<file path="src/rtl/serial_tx_pkg.sv">
// Shared constants and helpers for the buffered serial transmitter.
package serial_tx_pkg;

  // Transmit FSM state encoding
  localparam logic [1:0] ST_IDLE  = 2'd0;
  localparam logic [1:0] ST_LOAD  = 2'd1;
  localparam logic [1:0] ST_SHIFT = 2'd2;
  localparam logic [1:0] ST_DONE  = 2'd3;

  // Number of bits on the wire per frame: data bits plus optional parity bit
  function automatic int frame_len(input int width, input int parity_en);
    return width + ((parity_en != 0) ? 32'sd1 : 32'sd0);
  endfunction

endpackage

</file>
<file path="src/rtl/tx_frame_fifo.sv">
// Synchronous frame FIFO: registered level, full/empty derived from the level,
// sticky overflow when a push arrives while full.
module tx_frame_fifo
  import serial_tx_pkg::*;
#(
  parameter int WIDTH = 32,
  parameter int DEPTH = 4
) (
  input  logic                       clk,
  input  logic                       reset,
  input  logic                       push,
  input  logic                       pop,
  input  logic [WIDTH-1:0]           din,
  output logic [WIDTH-1:0]           head,
  output logic                       full,
  output logic                       empty,
  output logic [$clog2(DEPTH+1)-1:0] level,
  output logic                       overflow
);

  localparam int AW = $clog2(DEPTH);
  localparam int LW = $clog2(DEPTH + 1);

  logic [WIDTH-1:0] mem_r [DEPTH];
  logic [AW-1:0]    wr_ptr_r;
  logic [AW-1:0]    rd_ptr_r;
  logic [LW-1:0]    level_r;
  logic             overflow_r;
  logic             full_s;
  logic             empty_s;
  logic             push_ok_s;
  logic             pop_ok_s;

  // full uses the registered level, so a pop in the same cycle never makes room
  assign full_s    = (level_r == LW'(DEPTH));
  assign empty_s   = (level_r == {LW{1'b0}});
  assign push_ok_s = push & ~full_s;
  assign pop_ok_s  = pop & ~empty_s;

  // Frame storage; contents need no reset because level gates every read
  always_ff @(posedge clk) begin
    if (push_ok_s) begin
      mem_r[wr_ptr_r] <= din;
    end
  end

  // Pointers (wrap naturally, DEPTH is a power of two), level and sticky overflow
  always_ff @(posedge clk) begin
    if (reset) begin
      wr_ptr_r   <= {AW{1'b0}};
      rd_ptr_r   <= {AW{1'b0}};
      level_r    <= {LW{1'b0}};
      overflow_r <= 1'b0;
    end else begin
      if (push_ok_s) begin
        wr_ptr_r <= wr_ptr_r + AW'(1);
      end
      if (pop_ok_s) begin
        rd_ptr_r <= rd_ptr_r + AW'(1);
      end
      case ({push_ok_s, pop_ok_s})
        2'b10:   level_r <= level_r + LW'(1);
        2'b01:   level_r <= level_r - LW'(1);
        default: level_r <= level_r;
      endcase
      if (push & full_s) begin
        overflow_r <= 1'b1;
      end
    end
  end

  assign head     = mem_r[rd_ptr_r];
  assign full     = full_s;
  assign empty    = empty_s;
  assign level    = level_r;
  assign overflow = overflow_r;

endmodule

</file>
<file path="src/rtl/serial_tx_buffered.sv">
// Buffered serial transmitter: queues frames in a FIFO and shifts them out one
// bit per rising edge of the divided bit clock, singly or as a back-to-back burst.
module serial_tx_buffered
  import serial_tx_pkg::*;
#(
  parameter int WIDTH     = 32,
  parameter int DEPTH     = 4,
  parameter int PARITY_EN = 0,
  parameter int MSB_FIRST = 0
) (
  input  logic                       clk,
  input  logic                       reset,
  input  logic [WIDTH-1:0]           dataIn,
  input  logic                       sample,
  input  logic                       startTx,
  input  logic                       burst,
  input  logic                       clkTx,
  output logic                       dout,
  output logic                       txBusy,
  output logic                       txDone,
  output logic                       full,
  output logic                       empty,
  output logic [$clog2(DEPTH+1)-1:0] level,
  output logic                       overflow
);

  localparam int FB = frame_len(WIDTH, PARITY_EN);
  localparam int CW = $clog2(FB);

  logic [1:0]       state_r;
  logic             clk_tx_q_r;
  logic             burst_r;
  logic [FB-1:0]    frame_r;
  logic [CW-1:0]    bit_cnt_r;
  logic             dout_r;
  logic             tx_busy_r;
  logic             tx_done_r;

  logic             tick_s;
  logic             pop_s;
  logic             empty_s;
  logic [WIDTH-1:0] head_s;
  logic [WIDTH-1:0] ordered_s;
  logic [FB-1:0]    frame_s;

  // Even parity: XOR of all data bits
  function automatic logic even_parity(input logic [WIDTH-1:0] v);
    return ^v;
  endfunction

  assign tick_s = clkTx & ~clk_tx_q_r;
  assign pop_s  = (state_r == ST_LOAD);

  tx_frame_fifo #(
    .WIDTH (WIDTH),
    .DEPTH (DEPTH)
  ) u_fifo (
    .clk      (clk),
    .reset    (reset),
    .push     (sample),
    .pop      (pop_s),
    .din      (dataIn),
    .head     (head_s),
    .full     (full),
    .empty    (empty_s),
    .level    (level),
    .overflow (overflow)
  );

  // Arrange the FIFO head so frame_s[0] is the first bit on the wire, parity last
  always_comb begin
    ordered_s = head_s;
    for (int i = 0; i < WIDTH; i++) begin
      ordered_s[i] = (MSB_FIRST != 0) ? head_s[WIDTH-1-i] : head_s[i];
    end
    frame_s                = {FB{1'b0}};
    frame_s[WIDTH-1:0]     = ordered_s;
    frame_s[FB-1]          = (PARITY_EN != 0) ? even_parity(head_s) : ordered_s[WIDTH-1];
  end

  // Register the bit clock so its rising edge can be detected in the clk domain
  always_ff @(posedge clk) begin
    if (reset) begin
      clk_tx_q_r <= 1'b0;
    end else begin
      clk_tx_q_r <= clkTx;
    end
  end

  // Transmit FSM with shifter; dout/txBusy/txDone are driven from registers
  always_ff @(posedge clk) begin
    if (reset) begin
      state_r   <= ST_IDLE;
      burst_r   <= 1'b0;
      frame_r   <= {FB{1'b0}};
      bit_cnt_r <= {CW{1'b0}};
      dout_r    <= 1'b0;
      tx_busy_r <= 1'b0;
      tx_done_r <= 1'b0;
    end else begin
      tx_done_r <= 1'b0;
      case (state_r)
        ST_IDLE: begin
          if (startTx && !empty_s) begin
            state_r   <= ST_LOAD;
            burst_r   <= burst;
            tx_busy_r <= 1'b1;
          end
        end
        ST_LOAD: begin
          // a tick landing here is deliberately ignored
          frame_r   <= frame_s;
          bit_cnt_r <= {CW{1'b0}};
          dout_r    <= frame_s[0];
          state_r   <= ST_SHIFT;
        end
        ST_SHIFT: begin
          if (tick_s) begin
            if (bit_cnt_r == CW'(FB - 1)) begin
              state_r   <= ST_DONE;
              dout_r    <= 1'b0;
              tx_done_r <= 1'b1;
            end else begin
              bit_cnt_r <= bit_cnt_r + CW'(1);
              frame_r   <= {1'b0, frame_r[FB-1:1]};
              dout_r    <= frame_r[1];
            end
          end
        end
        ST_DONE: begin
          if (burst_r && !empty_s) begin
            state_r <= ST_LOAD;
          end else begin
            state_r   <= ST_IDLE;
            tx_busy_r <= 1'b0;
          end
        end
        default: begin
          state_r   <= ST_IDLE;
          dout_r    <= 1'b0;
          tx_busy_r <= 1'b0;
        end
      endcase
    end
  end

  assign dout   = dout_r;
  assign txBusy = tx_busy_r;
  assign txDone = tx_done_r;
  assign empty  = empty_s;

endmodule

</file>
<file path="config.mk">
export PLATFORM = sky130hd
export DESIGN_NAME = serial_tx_buffered
export DESIGN_NICKNAME = d
export VERILOG_FILES = /design/src/rtl/serial_tx_pkg.sv /design/src/rtl/tx_frame_fifo.sv /design/src/rtl/serial_tx_buffered.sv
export SDC_FILE = /design/constraint.sdc
export NUM_CORES = 1
export LEC_CHECK = 0
export ABC_AREA = 1
export CORE_ASPECT_RATIO = 1.4
export CORE_UTILIZATION = 50
export CTS_CLUSTER_DIAMETER = 100
export CTS_CLUSTER_SIZE = 28
export DETAILED_ROUTE_END_ITERATION = 10
export MAX_ROUTING_LAYER = met4
export PLACE_DENSITY = 0.77
export SLEW_MARGIN = 20
export SYNTH_ARGS = -nofsm -noshare
export SYNTH_HDL_FRONTEND = slang
export SYNTH_HIERARCHICAL = 1
export SYNTH_SLANG_ARGS = --single-unit
export TNS_END_PERCENT = 1
</file>
<file path="constraint.sdc">
create_clock -name clk -period 2.8 [get_ports clk]
set_input_delay 0.56 -clock clk [delete_from_list [all_inputs] [get_ports clk]]
set_output_delay 0.56 -clock clk [all_outputs]
set_load 0.005 [all_outputs]
</file>
After elaboration in Yosys (flattened, before gate mapping)
Memories as Yosys holds them, arrays and structs flattened. A register that Yosys moved wholly into a read port is not among the register bits.
Index checks and enable logic that the tools add are counted.
{"block": "totals", "ff_bits": 52, "ram_bits": 128, "inputBits": 38, "word_cells": 76, "n_memories": 1}
{"block": "classes", "n_addsub": 5, "n_eq_ne": 12, "muxes": 23, "bitwise_logic": 9, "reduce_logical": 14}
{"name": "u_fifo.mem_r", "depth": 4, "width": 32, "read_ports": 1, "rd_clocked_by_memory_dff": 1, "write_ports": 1, "line": "tx_frame_fifo.sv:24", "text": "logic [WIDTH-1:0] mem_r [DEPTH];"}
{"op": "2-to-1 mux 32 bit", "n": 2}
{"op": "one-hot mux 32 bit (2 select lines)", "n": 1}
{"op": "2-to-1 mux 2 bit", "n": 5}
{"op": "2-to-1 mux 5 bit", "n": 2}
{"op": "inequality test 2 bit, second input constant", "n": 5}
{"op": "one-hot mux 5 bit (2 select lines)", "n": 1}
{"op": "AND reduction 3 bit", "n": 3}
{"op": "2-to-1 mux 1 bit", "n": 8}
{"op": "one-hot mux 2 bit (4 select lines)", "n": 1}
{"op": "equality test 2 bit, second input constant", "n": 3}
{"op": "one-hot mux 3 bit (2 select lines)", "n": 1}
{"op": "nonzero test 2 bit", "n": 3}
{"op": "adder 5 x 1 -> 5 bit, second input constant", "n": 1}
{"op": "equality test 5 bit, second input constant", "n": 1}
{"op": "NOT 1 bit", "n": 5}
{"op": "adder 2 x 1 -> 2 bit, second input constant", "n": 2}
{"op": "AND 1 bit", "n": 4}
{"op": "equality test 2 x 1 -> 1 bit, second input constant", "n": 2}
{"op": "one-hot mux 1 bit (2 select lines)", "n": 2}
{"op": "AND reduction 2 bit", "n": 2}
{"op": "adder 3 x 1 -> 3 bit, second input constant", "n": 1}
{"op": "equality test 3 bit, second input constant", "n": 1}
{"op": "zero test 3 bit", "n": 1}
{"op": "OR reduction 3 bit", "n": 1}
{"op": "other kinds (4)", "n": 5}

Longest topological paths before layout
{"block": "depth", "ltp_word": 5, "mapped_depth": 13, "ltp_nobuf": 13}

Modules after synthesis
Netlist, hierarchy kept.
{"mod": "tx_frame_fifo", "n_inst": 1, "cells_per_inst": 383, "area_each_um2": 5308.8, "seq_area_each_um2": 4043.9}
{"mod": "serial_tx_buffered", "n_inst": 1, "cells_per_inst": 328, "area_each_um2": 2177.1, "seq_area_each_um2": 860.8}

Least setup slack after synthesis
OpenSTA, ideal clock, no wires.
{"block": "synth_path", "path_type": "input-to-reg", "start": "input sample", "end": "memory u_fifo.mem_r[0][0], enable pin", "setup_ns": 0.421, "t_arrival_ns": 1.983, "t_required_ns": 2.379, "slack_ns": 0.396, "cell_stages": 2, "n_path_buf": 0, "cell_sequence": "nand2_4 nor2_1"}
{"block": "synth_via", "elab_chain_len": 3}
{"item": "start: declaration", "line": "serial_tx_buffered.sv:14", "text": "input logic sample,"}
{"item": "AND 1 bit", "line": "tx_frame_fifo.sv:37", "text": "assign push_ok_s = push & ~full_s;"}
{"item": "2-to-1 mux 1 bit", "line": "tx_frame_fifo.sv:42", "text": "if (push_ok_s) begin"}
{"item": "2-to-1 mux 1 bit (implied by the code)", "line": "tx_frame_fifo.sv:43", "text": "mem_r[wr_ptr_r] <= din;"}
{"item": "end: declaration", "line": "tx_frame_fifo.sv:24"}
No other way between the ends.

Final worst setup path
{"block": "layout_path", "start": "register state_r[0]", "end": "register frame_r[3]"}
{"block": "layout_via", "elab_chain_len": 3, "word_cells_on_any_way": 7}
{"item": "start: declaration", "line": "serial_tx_buffered.sv:30", "text": "logic [1:0] state_r;"}
{"item": "start signal: assignment", "line": "serial_tx_buffered.sv:93", "text": "state_r <= ST_IDLE;"}
{"item": "start signal: assignment", "line": "serial_tx_buffered.sv:105", "text": "state_r <= ST_LOAD;"}
{"item": "start signal: assignment", "line": "serial_tx_buffered.sv:115", "text": "state_r <= ST_SHIFT;"}
{"item": "equality test 2 bit or equality test 2 x 1 -> 1 bit (tied branches)", "line": "serial_tx_buffered.sv:102", "text": "case (state_r)"}
{"item": "inequality test 2 bit (no source line) or nonzero test 2 bit (tied branches)"}
{"item": "AND reduction 3 bit (no source line)"}
{"item": "end signal: assignment", "line": "serial_tx_buffered.sv:95", "text": "frame_r <= {FB{1'b0}};"}
{"item": "end signal: assignment", "line": "serial_tx_buffered.sv:112", "text": "frame_r <= frame_s;"}
{"item": "end signal: assignment", "line": "serial_tx_buffered.sv:125", "text": "frame_r <= {1'b0, frame_r[FB-1:1]};"}
{"item": "end: declaration", "line": "serial_tx_buffered.sv:33", "text": "logic [FB-1:0] frame_r;"}
Several ways; a longest one is shown, not always the timed one.
A chain may end at the register's enable or synchronous reset.

==> insert_results.sql <==
INSERT INTO impl_metrics (metric_group, metric, value, unit) VALUES
('setup_path', 'critical_path.endpoint_type', 'flip-flop', ''),
('global_routing', 'largest_net_degree_at_the_start_of_global_routing', '65', ''),
('setup_path', 'worstSetupStartpointType', 'flip-flop', ''),
('outcome', 'status', 'finished clean', ''),
('global_routing', 'grt_pass1_wl', '24970', 'um'),
('setup_path', 'timing.reg2reg.worst_path_depth', '7', ''),
('hold_path', 'min_delay_path_depth', '2', ''),
('sta', 'totalNegativeSetupSlack', '0', 'ns'),
('setup_path', 'cp-startpoint', 'state_r[0]', ''),
('place', 'gpl.final_weighted_congestion', '0.8172', ''),
('sta', 'min_period_over_period', '0.8202', ''),
('clock_network', 'clock_latency', '0.43', 'ns'),
('route', 'first_iter_violations', '509', ''),
('setup_path', 'critical_path.reg2reg.endpoint', 'frame_r[3]', ''),
('die', 'core', '14510', 'sq um'),
('yosys', 'seq_area_frac_synth', '0.6552', ''),
('setup_path', 'crit_end', 'frame_r[3]', ''),
('pwr', 'total_leakage_power', '3.237', 'nW'),
('final_layout', 'flow.area_growth_from_synthesis', '14.94', '%'),
('sta', 'final_hold_viol_count', '0', ''),
('clock_network', 'postCtsSetupBuffers', '0', ''),
('final_layout', 'area_of_all_placed_cells_without_fillers', '8605', 'sq um'),
('yosys', 'ys_warns', '6', ''),
('sta', 'setup_repair_after_global_routing_missed_its_margin', 'no', ''),
('die', 'placement_rows', '52', ''),
('sta', 'timing.final.setup_violations', '0', ''),
('global_routing', 'antenna_violations_before_repair', '0', ''),
('sta', 'finClkSkew', '0.007409', 'ns'),
('setup_path', 'critical_path_required', '3.11', 'ns'),
('hold_path', 'min-delay-path-class', 'reg -> reg', ''),
('setup_path', 'path_max_fanout', '31', ''),
('global_routing', 'grt_pass1_vias', '5280', ''),
('final_layout', 'num-nets-final', '805', ''),
('setup_path', 'r2r_setup_slack', '0.50', 'ns'),
('setup_path', 'cpMaxStageDelayCell', 'sky130_fd_sc_hd__ha_1', ''),
('die', 'start_util', '0.5160', ''),
('pwr', 'vdd.ir_drop.worst', '0.4841', 'mV'),
('die', 'fp.dieH', '146.8', 'um'),
('clock_network', 'cts.sink_count', '181', ''),
('global_routing', 'grt.overflow.total', '0', ''),
('route', 'wl_per_cell', '16.01', 'um'),
('yosys', 'synthDistinctLibCells', '27', ''),
('route', 'drt_pass1_iterations', '5', ''),
('route', 'num_vias', '5292', ''),
('yosys', 'synthDominantCellAreaShare', '0.5135', ''),
('setup_path', 'classification_of_the_worst_setup_path', 'reg -> reg', ''),
('yosys', 'synth_largest_area_cell', 'sky130_fd_sc_hd__edfxtp_1', ''),
('clock_network', 'htree_levels', '4', ''),
('yosys', 'count_of_state_elements_after_synthesis', '181', ''),
('place', 'worst_slack_placed', '0.4393', 'ns'),
('final_layout', 'post_route_cells_drive_above_1_share', '0.08344', ''),
('route', 'route.detailed.drc', '0', ''),
('final_layout', 'finish.utilization', '0.5930', ''),
('place', 'post_dp_cell_area', '8056', 'sq um'),
('clock_network', 'clkTransAtPathRegs', '0.07', 'ns'),
('setup_path', 'crit_arrival', '2.61', 'ns'),
('clock_network', 'cts_made_buffers', '17', ''),
('sta', 'hold-worst-slack', '0.4538', 'ns'),
('final_layout', 'num_antenna_cells', '0', ''),
('job', 'max_cap_viol_count', '0', ''),
('sta', 'fin_ws', '0.5034', 'ns'),
('sta', 'least_margin_pin_slew', '0.7237', 'ns'),
('clock_network', 'clockRootBuffer', 'sky130_fd_sc_hd__clkbuf_16', ''),
('global_routing', 'grtUsageTotal', '0.2143', ''),
('yosys', 'synth.area.top_cells', 'sky130_fd_sc_hd__edfxtp_1 51%, sky130_fd_sc_hd__dfxtp_1 14%, sky130_fd_sc_hd__nor2_1 7.3%', ''),
('clock_network', 'cts-resized-gates', '0', ''),
('clock_network', 'cts_hold_repair.buffers', '0', ''),
('setup_path', 'worstReg2RegStart', 'state_r[0]', ''),
('sta', 'timing.fmax', '435.4', 'MHz'),
('route', 'via_per_inst', '5.536', ''),
('sta', 'fin_crit', '2.297', 'ns');
-- kinds of logic (layout without fill, tap and decap cells) --
kind of cell,after synthesis,count (layout),share of synthesized area
AND/OR/NAND/NOR,299,299,0.1608
flip-flops,181,181,0.6552
adder cells (fa/ha/maj),13,13,0.02273
buffers and inverters,71,127,0.05599
AO/OA/AOI/OAI,147,147,0.1053
-- placed cells by master (no fill, tap or decap) --
cell                              instances
sky130_fd_sc_hd__nor3_1                   1
sky130_fd_sc_hd__nor2_2                   5
sky130_fd_sc_hd__edfxtp_1               128
sky130_fd_sc_hd__a21oi_1                 13
sky130_fd_sc_hd__dfxtp_1                 52
sky130_fd_sc_hd__nand2_4                  4
sky130_fd_sc_hd__o211a_1                  1
sky130_fd_sc_hd__o21ai_0                 59
sky130_fd_sc_hd__buf_12                   3
sky130_fd_sc_hd__a21oi_2                  2
sky130_fd_sc_hd__nand2_1                126
sky130_fd_sc_hd__clkdlybuf4s50_1         46
sky130_fd_sc_hd__o21ai_1                 40
sky130_fd_sc_hd__nand3_1                 16
sky130_fd_sc_hd__fa_1                     1
sky130_fd_sc_hd__clkinvlp_4               2
sky130_fd_sc_hd__o22ai_1                 32
sky130_fd_sc_hd__dfxtp_2                  1
sky130_fd_sc_hd__clkbuf_16               17
sky130_fd_sc_hd__inv_1                   32
sky130_fd_sc_hd__inv_2                    2
sky130_fd_sc_hd__buf_4                   11
sky130_fd_sc_hd__nand4_1                  2
sky130_fd_sc_hd__inv_8                    3
sky130_fd_sc_hd__nor2_1                 142
sky130_fd_sc_hd__nand2_2                  2
sky130_fd_sc_hd__clkinv_2                 3
sky130_fd_sc_hd__inv_6                    4
sky130_fd_sc_hd__nand4_4                  1
sky130_fd_sc_hd__ha_1                    12
sky130_fd_sc_hd__clkinv_4                 4
-- worst min path at each step --
stage	endpoint	from	slack, ns
3_3_place_gp	u_fifo/overflow	u_fifo/overflow	0.44
4_1_cts	u_fifo/overflow	u_fifo/overflow	0.46
5_1_grt	u_fifo/overflow	u_fifo/overflow	0.48
3_5_place_dp	u_fifo/overflow	u_fifo/overflow	0.45
6_report	u_fifo/overflow	u_fifo/overflow	0.45
2_1_floorplan	burst_r	burst_r	0.44
-- per-stage QoR --
step | std cells | power (mW)
after CTS | 956 | 7.368
after global placement | 924 | 5.085
after global routing | 956 | 7.740
after detailed placement | 924 | 5.188
after floorplan | 711 | 4.798
final | 956 | 7.341
-- routing by layer --
metal	global-route usage	part of all wire	wire [um]
met1	0.2401	0.40	6050
met2	0.3658	0.52	7988
met3	0.03461	0.047	714
met4	0.1148	0.036	556
met5	-	0	0
-- power by group --
group	total [mW]	switching (mW)	internal, mW
Combinational	1.74	1.15	0.592
Clock	2.19	1.03	1.16
Sequential	3.41	0.178	3.23
Total	7.34	2.36	4.98
-- flip-flops by register name, indices dropped and copies added (netlist names), named ones only --
name	count
u_fifo/wr_ptr_r	2
txDone	1
u_fifo/rd_ptr_r	2
u_fifo/overflow	1
dout	1
u_fifo/mem_r	128
bit_cnt_r	5
burst_r	1
state_r	2
u_fifo/level	3
txBusy	1
frame_r	31
clk_tx_q_r	1
-- cells in the mapped netlist --
cell type / instances
sky130_fd_sc_hd__a21oi_1: 13
sky130_fd_sc_hd__a21oi_2: 2
sky130_fd_sc_hd__buf_2: 10
sky130_fd_sc_hd__buf_4: 5
sky130_fd_sc_hd__buf_6: 15
sky130_fd_sc_hd__clkbuf_1: 5
sky130_fd_sc_hd__clkbuf_2: 1
sky130_fd_sc_hd__dfxtp_1: 53
sky130_fd_sc_hd__edfxtp_1: 128
sky130_fd_sc_hd__fa_1: 1
sky130_fd_sc_hd__ha_1: 12
sky130_fd_sc_hd__inv_1: 32
sky130_fd_sc_hd__inv_2: 2
sky130_fd_sc_hd__inv_8: 1
sky130_fd_sc_hd__nand2_1: 126
sky130_fd_sc_hd__nand2_2: 2
sky130_fd_sc_hd__nand2_4: 4
sky130_fd_sc_hd__nand3_1: 16
sky130_fd_sc_hd__nand4_1: 2
sky130_fd_sc_hd__nand4_4: 1
sky130_fd_sc_hd__nor2_1: 146
sky130_fd_sc_hd__nor2_2: 1
sky130_fd_sc_hd__nor3_1: 1
sky130_fd_sc_hd__o211a_1: 1
sky130_fd_sc_hd__o21ai_0: 59
sky130_fd_sc_hd__o21ai_1: 40
sky130_fd_sc_hd__o22ai_1: 32
-- critical path: cells and delay by family, from the launching register on --
family,cells,cell delay [ns]
adders and majority gates,1,0.65
and+or+nand+nor,3,0.48
buffers and inverters,2,0.44
DFF,1,0.35
AOI/OAI and AO/OA,1,0.27
-- area by class of cell --
| class | count | area (sq um) |
|---|---|---|
| timing repair buffer | 60 | 603.1 |
| clock buffer | 17 | 425.4 |
| fill | 1146 | 5904 |
| tap | 189 | 236.5 |
| sequential | 181 | 4906 |
| inverter | 35 | 138.9 |
| clock inverter | 15 | 122.6 |
| multi-input combinational | 459 | 2172 |
(Power assumes the default switching activity.)
